[config.mk]
export PLATFORM = sky130hd
export DESIGN_NAME = mem_io_unit
export DESIGN_NICKNAME = d
export VERILOG_FILES = /design/src/rtl/risc_pkg.sv /design/src/rtl/timer_unit.sv /design/src/rtl/mem_io_unit.sv
export SDC_FILE = /design/constraint.sdc
export NUM_CORES = 2
export LEC_CHECK = 0
export BUFFER_PORTS_ARGS = -buffer_cell sky130_fd_sc_hd__buf_4
export CAP_MARGIN = 20
export CELL_PAD_IN_SITES_DETAIL_PLACEMENT = 2
export CELL_PAD_IN_SITES_GLOBAL_PLACEMENT = 2
export CORE_UTILIZATION = 40
export CTS_CLUSTER_SIZE = 10
export DETAILED_ROUTE_END_ITERATION = 6
export MAX_ROUTING_LAYER = met4
export PLACE_DENSITY = 0.74
export SLEW_MARGIN = 5
export SYNTH_ARGS = -nofsm -noshare
export SYNTH_HDL_FRONTEND = slang
export SYNTH_SLANG_ARGS = --single-unit
export TNS_END_PERCENT = 20
[constraint.sdc]
create_clock -name clk -period 4 [get_ports clk]
set_clock_uncertainty 0.15 [all_clocks]
set_input_delay 0 -clock clk [delete_from_list [all_inputs] [get_ports clk]]
set_output_delay 0 -clock clk [all_outputs]
set_load 0.03 [all_outputs]
[src/rtl/risc_pkg.sv]
// Shared address map and timer control bit positions for the RISC memory/IO slice.
package risc_pkg;

  localparam logic [15:0] ADDR_LED  = 16'hFFF0;
  localparam logic [15:0] ADDR_SW   = 16'hFFF1;
  localparam logic [15:0] ADDR_TCNT = 16'hFFF2;
  localparam logic [15:0] ADDR_TCMP = 16'hFFF3;
  localparam logic [15:0] ADDR_TCTL = 16'hFFF4;

  localparam int TCTL_EN      = 0;
  localparam int TCTL_AUTOCLR = 1;
  localparam int TCTL_IRQEN   = 2;
  localparam int TCTL_MATCH   = 15;

endpackage

[src/rtl/timer_unit.sv]
// Free-running compare timer: TCNT counts while enabled, sticky MATCH flag on TCNT==TCMP,
// optional auto-clear of TCNT on match, level interrupt gated by IRQEN.
module timer_unit
  import risc_pkg::*;
(
  input  logic        clk,
  input  logic        reset,
  input  logic        we_tcnt,
  input  logic        we_tcmp,
  input  logic        we_tctl,
  input  logic [15:0] wdata,
  output logic [15:0] tcnt,
  output logic [15:0] tcmp,
  output logic [15:0] tctl,
  output logic        timer_irq
);

  logic [2:0] ctl_q;
  logic       match_q;
  logic       match_now;

  // Match is judged on pre-edge count/compare and the pre-edge enable.
  assign match_now = ctl_q[TCTL_EN] && (tcnt == tcmp);

  always_ff @(posedge clk or posedge reset) begin
    if (reset) begin
      tcnt    <= 16'h0000;
      tcmp    <= 16'hFFFF;
      ctl_q   <= 3'b000;
      match_q <= 1'b0;
    end else begin
      if (we_tcnt) begin
        tcnt <= wdata;
      end else if (ctl_q[TCTL_EN]) begin
        if (match_now && ctl_q[TCTL_AUTOCLR]) tcnt <= 16'h0000;
        else                                  tcnt <= tcnt + 16'h0001;
      end
      if (we_tcmp) tcmp <= wdata;
      if (we_tctl) ctl_q <= wdata[2:0];
      // A fresh match outranks a software clear on the same edge.
      if (match_now)                         match_q <= 1'b1;
      else if (we_tctl && wdata[TCTL_MATCH]) match_q <= 1'b0;
    end
  end

  assign tctl      = {match_q, 12'h000, ctl_q};
  assign timer_irq = match_q && ctl_q[TCTL_IRQEN];

endmodule

[src/rtl/mem_io_unit.sv]
// CPU-facing memory/IO block: word RAM, LED register, synchronized switches and the
// compare timer, all behind a zero-latency combinational read mux.
module mem_io_unit
  import risc_pkg::*;
#(
  parameter int RAM_WORDS   = 256,
  parameter int SYNC_STAGES = 2
) (
  input  logic        clk,
  input  logic        reset,
  input  logic [15:0] cpu_addr,
  input  logic [15:0] cpu_wdata,
  input  logic        mw_en,
  output logic [15:0] cpu_rdata,
  input  logic [15:0] sw_in,
  output logic [15:0] led_out,
  output logic        timer_irq
);

  localparam int          AW        = (RAM_WORDS > 1) ? $clog2(RAM_WORDS) : 1;
  localparam logic [16:0] RAM_LIMIT = 17'(RAM_WORDS);

  logic [15:0] ram [RAM_WORDS];
  logic [15:0] sync_q [SYNC_STAGES];
  logic [AW-1:0] ram_idx;
  logic        ram_hit;
  logic [15:0] tcnt, tcmp, tctl;

  // Full-address compare so addresses past the RAM never alias into it.
  assign ram_hit = ({1'b0, cpu_addr} < RAM_LIMIT);
  assign ram_idx = cpu_addr[AW-1:0];

  always_ff @(posedge clk) begin
    if (mw_en && ram_hit) ram[ram_idx] <= cpu_wdata;
  end

  always_ff @(posedge clk or posedge reset) begin
    if (reset) begin
      led_out <= 16'h0000;
      for (int i = 0; i < SYNC_STAGES; i++) sync_q[i] <= 16'h0000;
    end else begin
      if (mw_en && cpu_addr == ADDR_LED) led_out <= cpu_wdata;
      sync_q[0] <= sw_in;
      for (int i = 1; i < SYNC_STAGES; i++) sync_q[i] <= sync_q[i-1];
    end
  end

  timer_unit u_timer (
    .clk       (clk),
    .reset     (reset),
    .we_tcnt   (mw_en && cpu_addr == ADDR_TCNT),
    .we_tcmp   (mw_en && cpu_addr == ADDR_TCMP),
    .we_tctl   (mw_en && cpu_addr == ADDR_TCTL),
    .wdata     (cpu_wdata),
    .tcnt      (tcnt),
    .tcmp      (tcmp),
    .tctl      (tctl),
    .timer_irq (timer_irq)
  );

  always_comb begin
    cpu_rdata = 16'h0000;
    if (ram_hit) begin
      cpu_rdata = ram[ram_idx];
    end else begin
      case (cpu_addr)
        ADDR_LED:  cpu_rdata = led_out;
        ADDR_SW:   cpu_rdata = sync_q[SYNC_STAGES-1];
        ADDR_TCNT: cpu_rdata = tcnt;
        ADDR_TCMP: cpu_rdata = tcmp;
        ADDR_TCTL: cpu_rdata = tctl;
        default:   cpu_rdata = 16'h0000;
      endcase
    end
  end

endmodule

==> results by group <==
Floorplanning
  – Cell Rows: 232
  – Die X: 637 um
  – Die Span Y: 637 um
  – I/O pin count: 84
  – Core Footprint: 400000 sq um
  – Starting Density: 40.3%
  – Die Area: 405000 sq um

Timing
  – Post-route minimum period: 4950 ps
  – Rel. slew slack: 0.156%
  – Hold Fails Final Rpt: 0
  – Final period util: 124%
  – Slew of the pin with the lowest slew margin: 1500 ps
  – Slew Limit Fails: 0
  – Min Hold Slack: 11.9 ps
  – Final worst setup slack: -954 ps
  – RSZ-0062 raised after global routing: true
  – Fmax: 0.202 GHz
  – Setup-failing EPs final: 16

Power
  – Pleak: 0.0605 uW
  – Int Pwr: 70800 uW
  – VDD IR max: 0.000472 V
  – Sw power: 23200 uW
  – Pwr dens: 501 nW/um^2
  – Total power: 94000 uW
  – Reg power frac: 51.2%
  – Sw frac: 24.7%
  – Clock Power Share: 43.5%
  – Comb pwr share: 5.3%

Placed design
  – Post-Place Setup Slack: -831 ps
  – Placed wire-length estimate: 382000 um
  – Placed cell area: 173000 sq um
  – Buffers on Ports: 83
  – Final GP Congestion: 0.868

Yosys
  – Top-area cell type share of the netlist area: 76.4%
  – Synthesized flop and latch total: 4180
  – Post-synthesis sequential area ratio: 77.7%
  – Syn Nets: 7758
  – Avg Cell Area, Syn: 20.9 sq um
  – Post-synth EDFFs: 4096
  – Most numerous cell in the Yosys netlist: edfxtp_1
  – Cell taking the most area after synthesis: edfxtp_1
  – Synth warn: 0
  – Asr flop ratio synth: 2.01%
  – Post-Syn Instances: 7706
  – Yosys cell types: 76
  – Post-synth top cells: 4096 x edfxtp_1, 772 x mux4_2, 497 x mux2i_1
  – Predominant post-synthesis flop cell: edfxtp_1
  – Area contributors post-synth: edfxtp_1 76%, mux4_2 11%, mux2i_1 3.1%
  – Mapped Area: 161000 sq um

Finish
  – Share of layout cells above drive strength 1: 27.1%
  – FF/Latch Area: 125000 sq um
  – Fillers: 35400
  – Fin nets: 8744
  – Fin util: 47.0%
  – Fin area: 188000 sq um
  – Synthesis-to-layout area growth: 16.6%
  – Area of the multi-input gates: 34300 sq um

Status
  – Status: complete, but fails checks
  – Failing checks: negative setup slack

Setup path
  – Worst Path Arrival: 4800 ps
  – Worst R2R Start: u_timer.tcnt[6]
  – CP Capture Type: output pin
  – Worst path cell trace: mux4_2, a22oi_2, nand4_1, a222oi_1, buf_4, a21boi_4, buf_6, nand4_1, buf_4, buf_6
  – Crit-path slowest cell: a222oi_1
  – Crit path max fanout: 1
  – Setup crit start kind: flop
  – Critical Path RT: 3850 ps
  – CP startpoint: ram[159][2]
  – Slowest cell delay on critical path: 640 ps
  – Critical path class: reg2out

Clocking
  – Setup bufs post-CTS: 0
  – Num CTS Buffers: 467
  – CTS tree: built
  – Clk Latency, worst-skew pair: 1030 ps
  – Num Clock Sinks: 4180
  – Clk buf depth: 4
  – CTS clock-pin slew for the worst setup and hold paths: 70 ps
  – Clock root buffer: clkbuf_16
  – H-tree levels: 5

Detailed routing
  – Drt wl/cell: 48.6 um
  – Total detailed-routing wirelength: 689000 um
  – # DRC: 0
  – TritonRoute pass-1 iters: 6
  – Via density per instance: 6.85
  – Vias: 97000
  – Routed Antenna Nets: 0
  – Initial DRC Count: 16200

Global routing
  – Largest net degree at the start of global routing: 148
  – Total gr overflow: 0
  – Vias in the first global route: 98900
  – Initial antenna violation count: 50
  – GRT Util Overall: 33.6%
  – First-pass GRT wire length: 906000 um

Worst hold path
  – Hold Startpoint: cpu_wdata[14]
  – Hold WC Path Type: in2reg

Flow run
  – Max_cap viols: 0
[path summary, 6_finish.rpt]
| path | to | slack, ps | cells after the start |
|---|---|---|---|
| worst max-delay path | cpu_rdata[2] | -950 | 10 |
| worst min-delay path | ram[123][14] | 10 | 2 |
| worst max register to register | u_timer.tcnt[1] | 610 | 7 |
| worst min register to register | sync_q[12] | 210 | 0 |
| max in group asynchronous | u_timer.tcmp[3] | 2090 | 7 |
| min in group asynchronous | sync_q[31] | 500 | 5 |
[power groups by stage]
stage	Clock, uW	Combinational, uW	Sequential, uW
floorplan	0	1990	49000
global placement	0	4210	49000
detailed placement	0	4530	49000
CTS	39800	4750	48100
global route	41900	4990	48100
finish	40900	5010	48100
[through the flow]
step                      setup TNS, ps  cells
final                             -8360  14200
after global routing              -6800  14100
after CTS                         -7930  14100
after detailed placement          -5850  13400
after global placement            -5540  13400
after floorplan                       0   7706
[cells in the final DEF, fill, tap and decap left out, types with 16 or more instances in the layout]
master	n
edfxtp_1	4096
mux4_2	772
buf_4	753
mux2i_1	496
clkbuf_16	472
nor2_1	328
a22oi_1	303
nand2_1	127
o21ai_0	105
a21oi_1	100
clkbuf_1	100
mux2_2	98
nand3_1	95
buf_12	95
nand4_1	89
o22ai_1	80
dlygate4sd3_1	77
dfrtp_1	68
diode_2	54
a221oi_1	37
a22oi_2	28
nor3_1	23
a22o_1	22
o211ai_1	21
clkinv_1	20
nor2b_1	19
o21ai_1	19
buf_8	18
xnor2_1	17
a211oi_1	16
dfstp_2	16
[cells by family (layout without fill, tap and decap cells)]
family / count (synthesis) / in the layout / synth area share, %
AOI/OAI and AO/OA: 842 / 842 / 3.60
xor gates and xnor gates: 29 / 29 / 0.158
adders and majority gates: 1 / 1 / 0.00777
buffers and inverters: 459 / 1593 / 1.49
DFF: 4180 / 4180 / 77.7
muxes: 1378 / 1378 / 14.6
other: 0 / 54 / 0
and+or+nand+nor: 817 / 817 / 2.41
[worst max-delay path: cells and delay by family, from the launching register on]
| family | cells | cell delay, ps |
|---|---|---|
| DFF | 1 | 400 |
| and+or+nand+nor | 2 | 780 |
| AOI/OAI and AO/OA | 3 | 1240 |
| buffers and inverters | 4 | 840 |
| muxes | 1 | 510 |
[timing repair]
action                                  in CTS  in global routing
resized for setup                           88                 35
hold endpoints to repair                  4073                 12
hold buffers                                78                  1
gates cloned                                 0                  0
endpoints found under the setup margin      16                 16
pin swaps                                   28                 17
[routing by layer]
layer	part of all wire, %	track usage (%)
met1	34	40.0
met2	48	54.4
met3	10	6.21
met4	7.4	18.3
met5	0	-
[flip-flops by register name, summed over array words and instances (netlist names)]
signal / cells
u_timer.tcmp: 16
u_timer.ctl_q: 3
u_timer.match_q: 1
sync_q: 32
u_timer.tcnt: 16
led_out: 16
ram: 4096
[cell type report]
type,instances,area share (%)
tap,5265,3.51
timing repair buffer,960,4.72
inverter,16,0.0333
clock buffer,572,6.49
sequential,4180,66.6
clock inverter,45,0.315
multi-input combinational,3067,18.2
antenna,54,0.0719
(Power assumes the default switching activity.)
